$ cat config.mk
export PLATFORM = sky130hd
export DESIGN_NAME = sevenseg_scan_decoder_flat
export DESIGN_NICKNAME = d
export VERILOG_FILES = /design/src/rtl/sevenseg_scan_decoder_pkg.sv /design/src/rtl/sevenseg_scan_decoder_if.sv /design/src/rtl/sevenseg_glyph_decode.sv /design/src/rtl/sevenseg_scan_decoder.sv /design/src/flat_wrapper.sv
export SDC_FILE = /design/constraint.sdc
export NUM_CORES = 1
export LEC_CHECK = 0
export ABC_AREA = 1
export BUFFER_PORTS_ARGS = -buffer_cell sky130_fd_sc_hd__clkbuf_2
export CAP_MARGIN = 15
export CORE_UTILIZATION = 60
export CTS_BUF_LIST = sky130_fd_sc_hd__clkbuf_16
export DETAILED_ROUTE_END_ITERATION = 10
export PLACE_DENSITY = 0.78
export SYNTH_ARGS = -nofsm -noshare
export SYNTH_HDL_FRONTEND = slang
export SYNTH_SLANG_ARGS = --single-unit
$ cat constraint.sdc
create_clock -name inclk -period 4.1 [get_ports inclk]
set_clock_uncertainty 0.05 [all_clocks]
set_input_delay 0.205 -clock inclk [delete_from_list [all_inputs] [get_ports inclk]]
set_output_delay 0.205 -clock inclk [all_outputs]
set_load 0.01 [all_outputs]
$ cat src/rtl/sevenseg_scan_decoder_pkg.sv
// Shared constants for the seven-segment scan monitor: segment bit indices,
// hex glyph table, chase ring length and FSM state encoding.
package sevenseg_scan_decoder_pkg;

    localparam int SEG_A  = 0;
    localparam int SEG_B  = 1;
    localparam int SEG_C  = 2;
    localparam int SEG_D  = 3;
    localparam int SEG_E  = 4;
    localparam int SEG_F  = 5;
    localparam int SEG_G  = 6;
    localparam int SEG_DP = 7;

    localparam int CHASE_LEN = 6;

    // Lit-segment glyphs {g,f,e,d,c,b,a}, entry n is hex digit n (b and d lowercase).
    localparam logic [15:0][6:0] HEX_GLYPH = {
        7'h71, 7'h79, 7'h5E, 7'h39, 7'h7C, 7'h77, 7'h6F, 7'h7F,
        7'h07, 7'h7D, 7'h6D, 7'h66, 7'h4F, 7'h5B, 7'h06, 7'h3F
    };

    typedef enum logic [1:0] {
        ST_IDLE  = 2'd0,
        ST_TRACK = 2'd1,
        ST_HOLD  = 2'd2
    } scan_state_e;

    function automatic logic [2:0] ring_next(input logic [2:0] pos);
        return (pos == 3'(CHASE_LEN - 1)) ? 3'd0 : pos + 3'd1;
    endfunction

    function automatic logic [2:0] ring_prev(input logic [2:0] pos);
        return (pos == 3'd0) ? 3'(CHASE_LEN - 1) : pos - 3'd1;
    endfunction

endpackage

$ cat src/rtl/sevenseg_scan_decoder_if.sv
// Bus between the display-driver pins and the scan monitor; the driver side
// (or a testbench) is the master, the monitor is the slave.
interface sevenseg_scan_decoder_if #(
    parameter int PERIOD_W = 26
);
    logic [7:0]          seg_n;
    logic [3:0]          an_n;
    logic [15:0]         digit_val;
    logic [3:0]          digit_valid;
    logic [3:0]          digit_dp;
    logic                update;
    logic                chase_valid;
    logic [2:0]          chase_pos;
    logic                chase_step;
    logic                chase_dir;
    logic [PERIOD_W-1:0] chase_period;

    modport master (
        output seg_n, an_n,
        input  digit_val, digit_valid, digit_dp, update,
        input  chase_valid, chase_pos, chase_step, chase_dir, chase_period
    );

    modport slave (
        input  seg_n, an_n,
        output digit_val, digit_valid, digit_dp, update,
        output chase_valid, chase_pos, chase_step, chase_dir, chase_period
    );
endinterface

$ cat src/rtl/sevenseg_glyph_decode.sv
// Combinational decode of one active-low segment word into hex value,
// decimal point and single-segment chase position.
import sevenseg_scan_decoder_pkg::*;

module sevenseg_glyph_decode (
    input  logic [7:0] i_seg_n,
    output logic [3:0] o_val,
    output logic       o_valid,
    output logic       o_dp,
    output logic       o_chase_hit,
    output logic [2:0] o_chase_idx
);

    logic [6:0] w_lit;
    logic [2:0] w_lit_cnt;

    assign w_lit = ~i_seg_n[SEG_G:SEG_A];
    assign o_dp  = ~i_seg_n[SEG_DP];

    always_comb begin
        o_val   = 4'd0;
        o_valid = 1'b0;
        for (int i = 0; i < 16; i++) begin
            if (w_lit == HEX_GLYPH[i]) begin
                o_val   = 4'(i);
                o_valid = 1'b1;
            end
        end
    end

    // Index is only meaningful when exactly one ring segment is lit.
    always_comb begin
        w_lit_cnt   = 3'd0;
        o_chase_idx = 3'd0;
        for (int i = 0; i < CHASE_LEN; i++) begin
            if (w_lit[i]) begin
                w_lit_cnt   = w_lit_cnt + 3'd1;
                o_chase_idx = 3'(i);
            end
        end
    end

    assign o_chase_hit = (w_lit_cnt == 3'd1) && !w_lit[SEG_G];

endmodule

$ cat src/rtl/sevenseg_scan_decoder.sv
// Seven-segment scan monitor: debounces {an_n, seg_n}, commits stable patterns
// to per-digit hex registers and tracks the chase ring. SEVENSEG_SYNC_EN adds a 2-flop input synchronizer.
//
// state | meaning
// IDLE  | all digit enables off, nothing to track
// TRACK | counting identical samples towards a commit
// HOLD  | pattern committed, waiting for the bus to change
import sevenseg_scan_decoder_pkg::*;

module sevenseg_scan_decoder #(
    parameter int STABLE_CYCLES = 4,
    parameter int PERIOD_W      = 26
) (
    input  logic                   inclk,
    input  logic                   res_n,
    sevenseg_scan_decoder_if.slave bus
);

    localparam logic [7:0]          CNT_LAST   = 8'(STABLE_CYCLES - 2);
    localparam logic [PERIOD_W-1:0] PERIOD_ONE = 1;

    logic [11:0]         w_sample;
    logic [3:0]          w_an_n;
    logic [7:0]          w_seg_n;
    logic                w_all_off;
    logic                w_same;

    logic [11:0]         r_prev;
    scan_state_e         r_state;
    scan_state_e         w_state_nxt;
    logic [7:0]          r_cnt;
    logic                w_commit;
    logic                w_cnt_clr;

    logic [3:0]          w_glyph_val;
    logic                w_glyph_valid;
    logic                w_glyph_dp;
    logic                w_chase_hit;
    logic [2:0]          w_chase_idx;
    logic                w_step_fwd;
    logic                w_step_rev;
    logic [PERIOD_W-1:0] w_period_inc;

    logic [15:0]         r_digit_val;
    logic [3:0]          r_digit_valid;
    logic [3:0]          r_digit_dp;
    logic                r_update;
    logic                r_chase_valid;
    logic [2:0]          r_chase_pos;
    logic                r_chase_step;
    logic                r_chase_dir;
    logic [PERIOD_W-1:0] r_chase_period;
    logic [PERIOD_W-1:0] r_period_cnt;

`ifdef SEVENSEG_SYNC_EN
    logic [11:0] r_sync1;
    logic [11:0] r_sync2;

    always_ff @(posedge inclk or negedge res_n) begin
        if (!res_n) begin
            r_sync1 <= '1;
            r_sync2 <= '1;
        end else begin
            r_sync1 <= {bus.an_n, bus.seg_n};
            r_sync2 <= r_sync1;
        end
    end

    assign w_sample = r_sync2;
`else
    assign w_sample = {bus.an_n, bus.seg_n};
`endif

    assign w_an_n    = w_sample[11:8];
    assign w_seg_n   = w_sample[7:0];
    assign w_all_off = &w_an_n;
    assign w_same    = (w_sample == r_prev);

    always_ff @(posedge inclk or negedge res_n) begin
        if (!res_n) begin
            r_prev <= '1;
        end else begin
            r_prev <= w_sample;
        end
    end

    always_ff @(posedge inclk or negedge res_n) begin
        if (!res_n) begin
            r_state <= ST_IDLE;
        end else begin
            r_state <= w_state_nxt;
        end
    end

    always_comb begin
        w_state_nxt = r_state;
        case (r_state)
            ST_IDLE: begin
                if (!w_all_off) begin
                    w_state_nxt = ST_TRACK;
                end
            end
            ST_TRACK: begin
                if (w_all_off) begin
                    w_state_nxt = ST_IDLE;
                end else if (w_same && (r_cnt == CNT_LAST)) begin
                    w_state_nxt = ST_HOLD;
                end
            end
            ST_HOLD: begin
                if (!w_same) begin
                    w_state_nxt = w_all_off ? ST_IDLE : ST_TRACK;
                end
            end
            default: w_state_nxt = ST_IDLE;
        endcase
    end

    // The sample that causes a change is the first of the new run, so the count restarts at 0.
    always_comb begin
        w_commit  = 1'b0;
        w_cnt_clr = 1'b1;
        if ((r_state == ST_TRACK) && !w_all_off && w_same) begin
            if (r_cnt == CNT_LAST) begin
                w_commit = 1'b1;
            end else begin
                w_cnt_clr = 1'b0;
            end
        end
    end

    always_ff @(posedge inclk or negedge res_n) begin
        if (!res_n) begin
            r_cnt <= 8'd0;
        end else if (w_cnt_clr) begin
            r_cnt <= 8'd0;
        end else begin
            r_cnt <= r_cnt + 8'd1;
        end
    end

    sevenseg_glyph_decode u_glyph (
        .i_seg_n     (w_seg_n),
        .o_val       (w_glyph_val),
        .o_valid     (w_glyph_valid),
        .o_dp        (w_glyph_dp),
        .o_chase_hit (w_chase_hit),
        .o_chase_idx (w_chase_idx)
    );

    // A step needs two consecutive chase commits one ring position apart.
    assign w_step_fwd = w_commit && w_chase_hit && r_chase_valid &&
                        (w_chase_idx == ring_prev(r_chase_pos));
    assign w_step_rev = w_commit && w_chase_hit && r_chase_valid &&
                        (w_chase_idx == ring_next(r_chase_pos));

    always_ff @(posedge inclk or negedge res_n) begin
        if (!res_n) begin
            r_digit_val   <= 16'd0;
            r_digit_valid <= 4'd0;
            r_digit_dp    <= 4'd0;
            r_update      <= 1'b0;
            r_chase_valid <= 1'b0;
            r_chase_pos   <= 3'd0;
            r_chase_step  <= 1'b0;
            r_chase_dir   <= 1'b1;
        end else begin
            r_update     <= w_commit;
            r_chase_step <= w_step_fwd || w_step_rev;
            if (w_commit) begin
                for (int k = 0; k < 4; k++) begin
                    if (!w_an_n[k]) begin
                        r_digit_val[4*k +: 4] <= w_glyph_val;
                        r_digit_valid[k]      <= w_glyph_valid;
                        r_digit_dp[k]         <= w_glyph_dp;
                    end
                end
                r_chase_valid <= w_chase_hit;
                if (w_chase_hit) begin
                    r_chase_pos <= w_chase_idx;
                end
                if (w_step_fwd) begin
                    r_chase_dir <= 1'b1;
                end else if (w_step_rev) begin
                    r_chase_dir <= 1'b0;
                end
            end
        end
    end

    assign w_period_inc = (r_period_cnt == '1) ? r_period_cnt : r_period_cnt + PERIOD_ONE;

    always_ff @(posedge inclk or negedge res_n) begin
        if (!res_n) begin
            r_period_cnt   <= '0;
            r_chase_period <= '0;
        end else if (w_step_fwd || w_step_rev) begin
            r_chase_period <= w_period_inc;
            r_period_cnt   <= '0;
        end else begin
            r_period_cnt   <= w_period_inc;
        end
    end

    assign bus.digit_val    = r_digit_val;
    assign bus.digit_valid  = r_digit_valid;
    assign bus.digit_dp     = r_digit_dp;
    assign bus.update       = r_update;
    assign bus.chase_valid  = r_chase_valid;
    assign bus.chase_pos    = r_chase_pos;
    assign bus.chase_step   = r_chase_step;
    assign bus.chase_dir    = r_chase_dir;
    assign bus.chase_period = r_chase_period;

endmodule

$ cat src/flat_wrapper.sv
// flat-port wrapper written by rule: the top's interface ports become plain ports
module sevenseg_scan_decoder_flat 
#(
    parameter int STABLE_CYCLES = 4,
    parameter int PERIOD_W      = 26
)
  (inclk, res_n, bus_seg_n, bus_an_n, bus_digit_val, bus_digit_valid, bus_digit_dp, bus_update, bus_chase_valid, bus_chase_pos, bus_chase_step, bus_chase_dir, bus_chase_period);
  sevenseg_scan_decoder_if #(.PERIOD_W(PERIOD_W)) bus_i ();
  input  logic inclk;
  input  logic res_n;
  input wire logic [$bits(bus_i.seg_n)-1:0] bus_seg_n;
  input wire logic [$bits(bus_i.an_n)-1:0] bus_an_n;
  output wire logic [$bits(bus_i.digit_val)-1:0] bus_digit_val;
  output wire logic [$bits(bus_i.digit_valid)-1:0] bus_digit_valid;
  output wire logic [$bits(bus_i.digit_dp)-1:0] bus_digit_dp;
  output wire logic [$bits(bus_i.update)-1:0] bus_update;
  output wire logic [$bits(bus_i.chase_valid)-1:0] bus_chase_valid;
  output wire logic [$bits(bus_i.chase_pos)-1:0] bus_chase_pos;
  output wire logic [$bits(bus_i.chase_step)-1:0] bus_chase_step;
  output wire logic [$bits(bus_i.chase_dir)-1:0] bus_chase_dir;
  output wire logic [$bits(bus_i.chase_period)-1:0] bus_chase_period;
  assign bus_i.seg_n = bus_seg_n;
  assign bus_i.an_n = bus_an_n;
  assign bus_digit_val = bus_i.digit_val;
  assign bus_digit_valid = bus_i.digit_valid;
  assign bus_digit_dp = bus_i.digit_dp;
  assign bus_update = bus_i.update;
  assign bus_chase_valid = bus_i.chase_valid;
  assign bus_chase_pos = bus_i.chase_pos;
  assign bus_chase_step = bus_i.chase_step;
  assign bus_chase_dir = bus_i.chase_dir;
  assign bus_chase_period = bus_i.chase_period;
  sevenseg_scan_decoder #(.STABLE_CYCLES(STABLE_CYCLES), .PERIOD_W(PERIOD_W)) u_core (.inclk(inclk), .res_n(res_n), .bus(bus_i));
endmodule
# After elaboration in Yosys (flattened, before gate mapping)
# Index checks and enable logic that the tools add are counted.
# word_totals
regBits,105
inputBits,14
out_inout_bits,57
word_cells,145
# op_classes
n_reduce_logical,22
addsub,9
eq_ne,28
bitwise,6
muxes,58
# ops
op,n
equality test 7 bit (second input constant),12
2-to-1 mux 4 bit,14
2-to-1 mux 26 bit,2
2-to-1 mux 3 bit,11
adder 26 x 1 -> 26 bit (second input constant),1
equality test 26 bit (second input constant),1
2-to-1 mux 1 bit,25
adder 3 x 1 -> 3 bit (second input constant),6
equality test 7 x 3 -> 1 bit (second input constant),2
equality test 7 x 6 -> 1 bit (second input constant),2
equality test 12 bit,1
AND reduction 2 bit,6
adder 8 x 1 -> 8 bit (second input constant),1
equality test 8 x 2 -> 1 bit (second input constant),1
logical AND 1 bit,8
2-to-1 mux 2 bit,4
2-to-1 mux 8 bit,1
inverter 7 bit,1
equality test 3 bit,2
case mux 2 bit (3 select lines),1
inverter 1 bit,5
inequality test 2 bit (second input constant),2
AND reduction 4 bit,1
equality test 3 x 1 -> 1 bit (second input constant),1
11 further kinds,12

# Longest topological paths before layout
# Gate-level depths: netlist (run 1).
# logic_depth
depth_word,19
depth_mapped,24
ltp_nobuf,23

# Cells and area by module
# Synthesis (run 1) repeated with hierarchy kept, for this count alone.
# unflattened
hier_cells,797
area_unflattened_um2,5878.1
# modules_own_cells
module,area_per_inst_um2,n_inst,seq_area_each_um2,cells_each
sevenseg_scan_decoder,5183.7,1,2643.8,669
sevenseg_glyph_decode,694.4,1,0.0,128

# Worst setup path before layout (run 1)
# Ideal clock, no wire load.
# synth_timing
kind,input to register
start,in bus_seg_n[0]
end,"reg u_core.r_chase_period[10], in the netlist u_core.bus.chase_period[10]"
slack_ns,0.830
arrival_time_ns,3.103
setup_ns,0.117
t_required_ns,3.933
cell_stages,23
path_buffers,1
path_cell_list,inv_1 -> ha_1 -> inv_1 -> nand2_1 -> nand2_1 -> ha_1 -> nand2_1 -> nand2_1 -> ha_1 -> or2_2 -> nand2_1 -> inv_1 -> ha_1 -> nand2_1 -> xor2_1 -> inv_1 -> nand2_1 -> nand3_1 -> nor2_4 -> nand4_4 -> clkbuf_1 -> nand3_1 -> nand2_1
# synth_between
elab_chain_len,18
elab_cells_between_ends,22
classes_between,add/sub: 5; eq/ne: 2; mux: 7; bitwise: 1; reduce/logical: 7
# synth_lines
item,line,text
start: declaration,flat_wrapper.sv:11,input wire logic [$bits(bus_i.seg_n)-1:0] bus_seg_n;
inverter 7 bit,sevenseg_glyph_decode.sv:17,assign w_lit = ~i_seg_n[SEG_G:SEG_A];
2-to-1 mux 1 bit,sevenseg_glyph_decode.sv:36,if (w_lit[i]) begin
adder 3 x 1 -> 3 bit,sevenseg_glyph_decode.sv:37,w_lit_cnt = w_lit_cnt + 3'd1;
2-to-1 mux 3 bit,sevenseg_glyph_decode.sv:36,
adder 3 x 1 -> 3 bit,sevenseg_glyph_decode.sv:37,
2-to-1 mux 3 bit,sevenseg_glyph_decode.sv:36,
adder 3 x 1 -> 3 bit,sevenseg_glyph_decode.sv:37,
2-to-1 mux 3 bit,sevenseg_glyph_decode.sv:36,
adder 3 x 1 -> 3 bit,sevenseg_glyph_decode.sv:37,
2-to-1 mux 3 bit,sevenseg_glyph_decode.sv:36,
adder 3 x 1 -> 3 bit,sevenseg_glyph_decode.sv:37,
2-to-1 mux 3 bit,sevenseg_glyph_decode.sv:36,
equality test 3 x 1 -> 1 bit,sevenseg_glyph_decode.sv:43,assign o_chase_hit = (w_lit_cnt == 3'd1) && !w_lit[SEG_G];
logical AND 1 bit,sevenseg_glyph_decode.sv:43,
logical AND 1 bit (*) (2 in a row),"sevenseg_scan_decoder.sv:152, sevenseg_scan_decoder.sv:154",
"logical AND 1 bit, on equally long branches","sevenseg_scan_decoder.sv:152, sevenseg_scan_decoder.sv:154",
logical OR 1 bit (*),sevenseg_scan_decoder.sv:197,end else if (w_step_fwd || w_step_rev) begin
end signal: assignment,sevenseg_scan_decoder.sv:198,r_chase_period <= w_period_inc;
end: declaration,sevenseg_scan_decoder.sv:52,logic [PERIOD_W-1:0] r_chase_period;
# Mark *: on every way between the ends. The rest lies on a longest branch, timed or not.
# A chain may end at the register's enable or synchronous reset.

# Worst setup path in the final report (run 1)
# layout_timing
start,in bus_seg_n[0]
end,"reg u_core.r_chase_period[21], in the netlist u_core.bus.chase_period[21]"
# The elaborated chain is that of the path after synthesis.

==> flow_summary.json, run 1 <==
{
  "grt_pass1_vias": 4534,
  "drive_above_1_share": 0.162,
  "synth_cell_types": 37,
  "slew_violations": 0,
  "finalSetupTns_ns": 0,
  "p_total_mw": 2.50,
  "clock.fmax_ghz": 0.257,
  "cp.required_ns": 4.29,
  "dieArea_um2": 9620,
  "clkTransAtPathRegs_ns": 0.07,
  "grt_pass1_wl_mm": 21.1,
  "power.leakage_nw": 3.72,
  "core_area_um2": 8850,
  "finalCritPeriodShare": 0.948,
  "dp_hpwl_mm": 8.66,
  "root_buffer": "clkbuf_16",
  "first_iter_violations": 326,
  "dieHeight_um": 98.1,
  "yosysWarnings": 0,
  "fin_util": 0.734,
  "routed_wl_mm": 13.5,
  "cts_tree": "done",
  "grt_overflow": 0,
  "cp-end-kind": "register",
  "vias_per_cell": 5.41,
  "tightest_slew_ns": 0.863,
  "path_max_fanout": 13,
  "maxCapViolCount": 0,
  "critical_path_class": "input pin to register",
  "layout_setup_ws_ns": 0.215,
  "initial_core_util": 0.626,
  "numClockSinks": 105,
  "yosysTopAreaCellShare": 0.415,
  "ys_ff_latch": 105,
  "yosysMostFrequentCell": "nand2_1",
  "synthArstFlopShare": 1.00,
  "synth_top_flop_cell": "dfrtp_1",
  "setup_viol": 0,
  "clockBufferDepth": 2,
  "vias": 4930,
  "antenna_found_initial": 0,
  "chipWidth_um": 98.1,
  "antenna_left": 0,
  "peakVddDrop_v": 0.000220,
  "yosys-top-cells-area": "dfrtp_1 42%, nand2_1 14%, nor2_1 6.3%",
  "post-place-cells": 879,
  "drc": 7,
  "grt_use_total": 0.274,
  "finalWorstPathRequiredPeriod_ns": 3.89,
  "wire_per_inst_um": 14.8,
  "synth_edf_count": 0,
  "maxSlewHeadroom": 0.425,
  "synthTopCellsByCount": "203 x nand2_1, 93 x nor2_1, 92 x dfrtp_1",
  "cts_max_level": 3,
  "synth_top_area_cell": "dfrtp_1",
  "worstPathArrival_ns": 4.07,
  "first_pass_iters": 11,
  "synth.avg_cell_area_um2": 7.73,
  "nets": 825,
  "antenna_cells": 0,
  "clkLatencyLatePin_ns": 0.34,
  "io_buffers": 70,
  "cts_buffers": 9,
  "synth_fp_nets": 743,
  "grt_max_degree": 68,
  "status": "finished with violations",
  "pre_cts_ws_ns": 0.287,
  "placement_rows": 34,
  "startpoint_type": "input pin",
  "pin_count": 71,
  "syn_inst": 717,
  "ys_seq_area_frac": 0.477,
  "gp_congestion": 0.951,
  "min_path_type": "input pin to register",
  "synth_area_um2": 5540,
  "violations": "design-rule violations",
  "areaGrowthSynthToFinish_pct": 17.3,
  "fin_cells": 912,
  "final-hold-violation-count": 0,
  "powerDensity_nw_per_um2": 385
}
## path summary, 6_finish.rpt
| path | from | end | slack [ns] | cells past startpoint |
|---|---|---|---|---|
| worst max-delay path | bus_seg_n[0] | u_core.bus.chase_period[21] | 0.21 | 25 |
| worst min-delay path | bus_seg_n[3] | u_core.r_prev[3] | 0.01 | 1 |
| worst max register to register | u_core.r_period_cnt[0] | u_core.bus.chase_period[5] | 1.16 | 13 |
| worst min register to register | u_core.r_cnt[7] | u_core.r_cnt[7] | 0.41 | 1 |
| max in group asynchronous | res_n | u_core.r_period_cnt[22] | 2.49 | 3 |
| min in group asynchronous | res_n | u_core.bus.digit_dp[3] | 0.46 | 2 |
## state kept, by name (all words and copies together), names as in the netlist
signal,cells
u_core.r_prev,12
u_core.r_cnt,8
u_core.bus.digit_dp,4
u_core.bus.chase_step,1
u_core.bus.chase_pos,3
u_core.bus.digit_val,16
u_core.bus.update,1
u_core.bus.chase_valid,1
u_core.bus.digit_valid,4
u_core.r_state,2
u_core.bus.chase_dir,1
u_core.r_period_cnt,26
u_core.bus.chase_period,26
## layer usage
layer	GRT usage	part of all wire	up-vias	wire length [µm]
met3	0.0387	0.066	31	898
li1	-	-	2417	-
met2	0.436	0.46	187	6250
met5	0	0	-	0
met4	0.0816	0.019	0	261
met1	0.394	0.45	2295	6110
## report_power, final
group          internal [mW]  total (mW)  switching, mW
clock                  0.542       0.939          0.397
sequential              1.07        1.08         0.0117
combinational          0.157       0.484          0.326
## timing repair
action / in CTS / in global routing
hold buffers: 10 / 0
resized for setup: 0 / 6
endpoints found under the hold margin: 62 / 0
setup buffers: 0 / 4
endpoints found under the setup margin: 0 / 53
## worst max-delay path, cell delays in order
cell           delay [ns]
dlygate4sd3_1        0.54
clkbuf_2             0.16
inv_1                0.11
ha_1                 0.29
nand2_1              0.08
o21ai_0              0.13
ha_1                 0.29
nand2_1              0.09
nand2_1              0.07
ha_1                 0.26
or2_2                0.28
nand2_1              0.09
inv_1                0.04
ha_1                 0.17
nand2_1              0.08
xor2_1               0.17
inv_1                0.06
nand2_1              0.05
nand3_1              0.12
nor2_4               0.18
nand4_4              0.11
buf_12               0.18
clkbuf_16            0.18
nand3_1              0.08
nand2_1              0.05
## metrics by stage
stage / cell area [µm²] / hold slack (ns)
6_report: 6500 / 0.00977
5_1_grt: 6500 / 0.0149
4_1_cts: 6360 / 0.00782
3_5_place_dp: 5940 / 0.260
3_3_place_gp: 5940 / 0.257
2_1_floorplan: 5540 / -0.141
## layout by cell type (no fill, tap or decap), drive strengths merged
cell type	count
nand4	13
clkinv	2
or2	5
a21boi	1
inv	100
nor3	27
bufinv	2
ha	12
dfstp	13
xor2	13
dfrtp	92
o32ai	1
dlygate4sd3	10
clkbuf	79
o31a	1
and3	1
o211ai	1
a21oi	3
o31ai	1
nand3b	2
nor4	5
buf	8
nand2	208
xnor2	11
nand3	60
o21bai	1
and3b	1
nor2	95
nor3b	2
o21ai	34
## final cells by class
class / count / area, µm²
Multi-Input combinational cell: 498 / 2460
Clock buffer: 9 / 225
Sequential cell: 105 / 2640
Timing Repair Buffer: 88 / 572
Clock inverter: 7 / 98.8
Inverter: 97 / 364
Fill cell: 688 / 2350
Tap cell: 108 / 135
## kinds of logic (layout without fill, tap and decap cells)
group,Yosys count,in the layout,synth area share
AND/OR/NAND/NOR,417,419,0.330
buffers and inverters,116,201,0.0863
AO/OA/AOI/OAI,43,43,0.0420
flip-flops,105,105,0.477
adder cells (fa/ha/maj),12,12,0.0271
XOR/XNOR,24,24,0.0379
Note: power is estimated with default switching activity, not from simulation.
==> run 2, diff against run 1 <==
==> constraint.sdc (replaced) <==
create_clock -name inclk -period 4.9 [get_ports inclk]
set_clock_uncertainty 0.05 [all_clocks]
set_input_delay 0.245 -clock inclk [delete_from_list [all_inputs] [get_ports inclk]]
set_output_delay 0.245 -clock inclk [all_outputs]
set_load 0.01 [all_outputs]
==> flow_summary.json, run 2 (synthesis gave the netlist of run 1 again) <==
{
  "status": "finished with violations",
  "violations": "design-rule violations",
  "drc": 6,
  "cp-end-kind": "register",
  "gp_congestion": 0.924,
  "routed_wl_mm": 11.7,
  "cts_max_level": 3,
  "nets": 812,
  "min_path_type": "input pin to register",
  "first_pass_iters": 10,
  "cp.required_ns": 5.13,
  "clkLatencyLatePin_ns": 0.34,
  "rsz0062_at_grt": "false",
  "finalCritPeriodShare": 0.896,
  "dp_hpwl_mm": 8.38,
  "grt_max_degree": 72,
  "startpoint_type": "input pin",
  "slew_violations": 0,
  "place_area_um2": 5920,
  "vias": 4746,
  "critPathLaunch": "bus_seg_n[0]",
  "post-place-cells": 877,
  "final-hold-violation-count": 0,
  "grt_overflow": 0,
  "antenna_cells": 0,
  "numClockSinks": 105,
  "grt_pass1_wl_mm": 20.5,
  "root_buffer": "clkbuf_16",
  "wire_per_inst_um": 13.0,
  "layout_setup_ws_ns": 0.507,
  "layout_common_cells": "203 x nand2_1, 93 x nor2_1, 92 x dfrtp_1",
  "finalWorstPathRequiredPeriod_ns": 4.39,
  "grt_use_total": 0.265,
  "final_common_cell": "nand2_1",
  "worstPathArrival_ns": 4.63,
  "first_iter_violations": 267,
  "r2r_start": "u_core.r_period_cnt[0]",
  "antenna_left": 0,
  "hp-start": "bus_seg_n[1]",
  "vias_per_cell": 5.28,
  "tightest_slew_ns": 0.890,
  "placement_rows": 34,
  "initial_core_util": 0.626,
  "multi_input_area_um2": 2430,
  "crit_slowest_cell": "dlygate4sd3_1",
  "fin_area_um2": 6290,
  "clock.fmax_ghz": 0.228,
  "grt_pass1_vias": 4500,
  "clockBufferDepth": 2,
  "dieHeight_um": 98.1,
  "pre_cts_ws_ns": 0.579,
  "powerDensity_nw_per_um2": 320,
  "setup_viol": 0,
  "n_fill_cell": 700,
  "dieArea_um2": 9620,
  "crit_top_cell": "nand2_1",
  "regArea_um2": 2640,
  "fin_util": 0.711,
  "antenna_found_initial": 0,
  "finalSetupTns_ns": 0,
  "power.leakage_nw": 3.61,
  "critical_path_class": "input pin to register",
  "io_buffers": 70,
  "drive_above_1_share": 0.150,
  "cts_tree": "done",
  "peakVddDrop_v": 0.000214,
  "maxCapViolCount": 0,
  "cts_buffers": 9,
  "chipWidth_um": 98.1,
  "critPathMaxStageDelay_ns": 0.53,
  "clkTransAtPathRegs_ns": 0.07,
  "fin_cells": 899,
  "core_area_um2": 8850,
  "areaGrowthSynthToFinish_pct": 13.5,
  "maxSlewHeadroom": 0.407,
  "pin_count": 71,
  "path_max_fanout": 53
}
## run 2: metal layers
layer,track usage,vias to the layer above,wire (µm)
met5,0,-,0
met4,0.0839,0,141
met3,0.0372,14,472
met2,0.428,119,5350
met1,0.372,2217,5750
li1,-,2396,-
## run 2: final timing paths
| kind | endpoint | slack (ns) | depth (start not counted) |
|---|---|---|---|
| setup / recovery | u_core.bus.chase_period[18] | 0.51 | 25 |
| hold / removal | u_core.r_prev[1] | 0.01 | 1 |
| setup reg to reg | u_core.bus.chase_period[17] | 2.08 | 13 |
| hold reg to reg | u_core.r_cnt[7] | 0.41 | 1 |
| max in group asynchronous | u_core.r_period_cnt[13] | 3.22 | 3 |
| min in group asynchronous | u_core.bus.digit_valid[0] | 0.33 | 2 |
## run 2: repair_timing
item | CTS | global route
resized for setup | 0 | 1
endpoints found under the setup margin | 0 | 10
buffers inserted | 0 | 0
hold endpoints to repair | 27 | 0
hold buffers | 6 | 0
## run 2: area by class of cell
class                           instances  area share
Multi-Input combinational cell        496       0.386
Inverter                               97      0.0579
Clock inverter                          7      0.0111
Tap cell                              108      0.0215
Sequential cell                       105       0.420
Timing Repair Buffer                   77      0.0669
Clock buffer                            9      0.0358
## run 2: critical path: cells and delay by family
family	cells	cell delay [ns]
adder cells (fa/ha/maj)	4	1.03
XOR/XNOR	1	0.18
AND/OR/NAND/NOR	14	2.19
buffers and inverters	6	0.95
## run 2: power by group
| part | total (mW) | internal (mW) | switching (mW) | leakage, nW |
|---|---|---|---|---|
| clock | 0.713 | 0.396 | 0.317 | 0.145 |
| combinational | 0.395 | 0.130 | 0.265 | 2.18 |
| sequential | 0.903 | 0.893 | 0.00952 | 1.28 |
## run 2: through the flow
stage          power (mW)  hold WS [ns]
4_1_cts              2.02        0.0105
3_5_place_dp         1.31         0.170
6_report             2.01        0.0147
3_3_place_gp         1.29         0.162
5_1_grt              2.13        0.0249
2_1_floorplan        1.21        -0.101
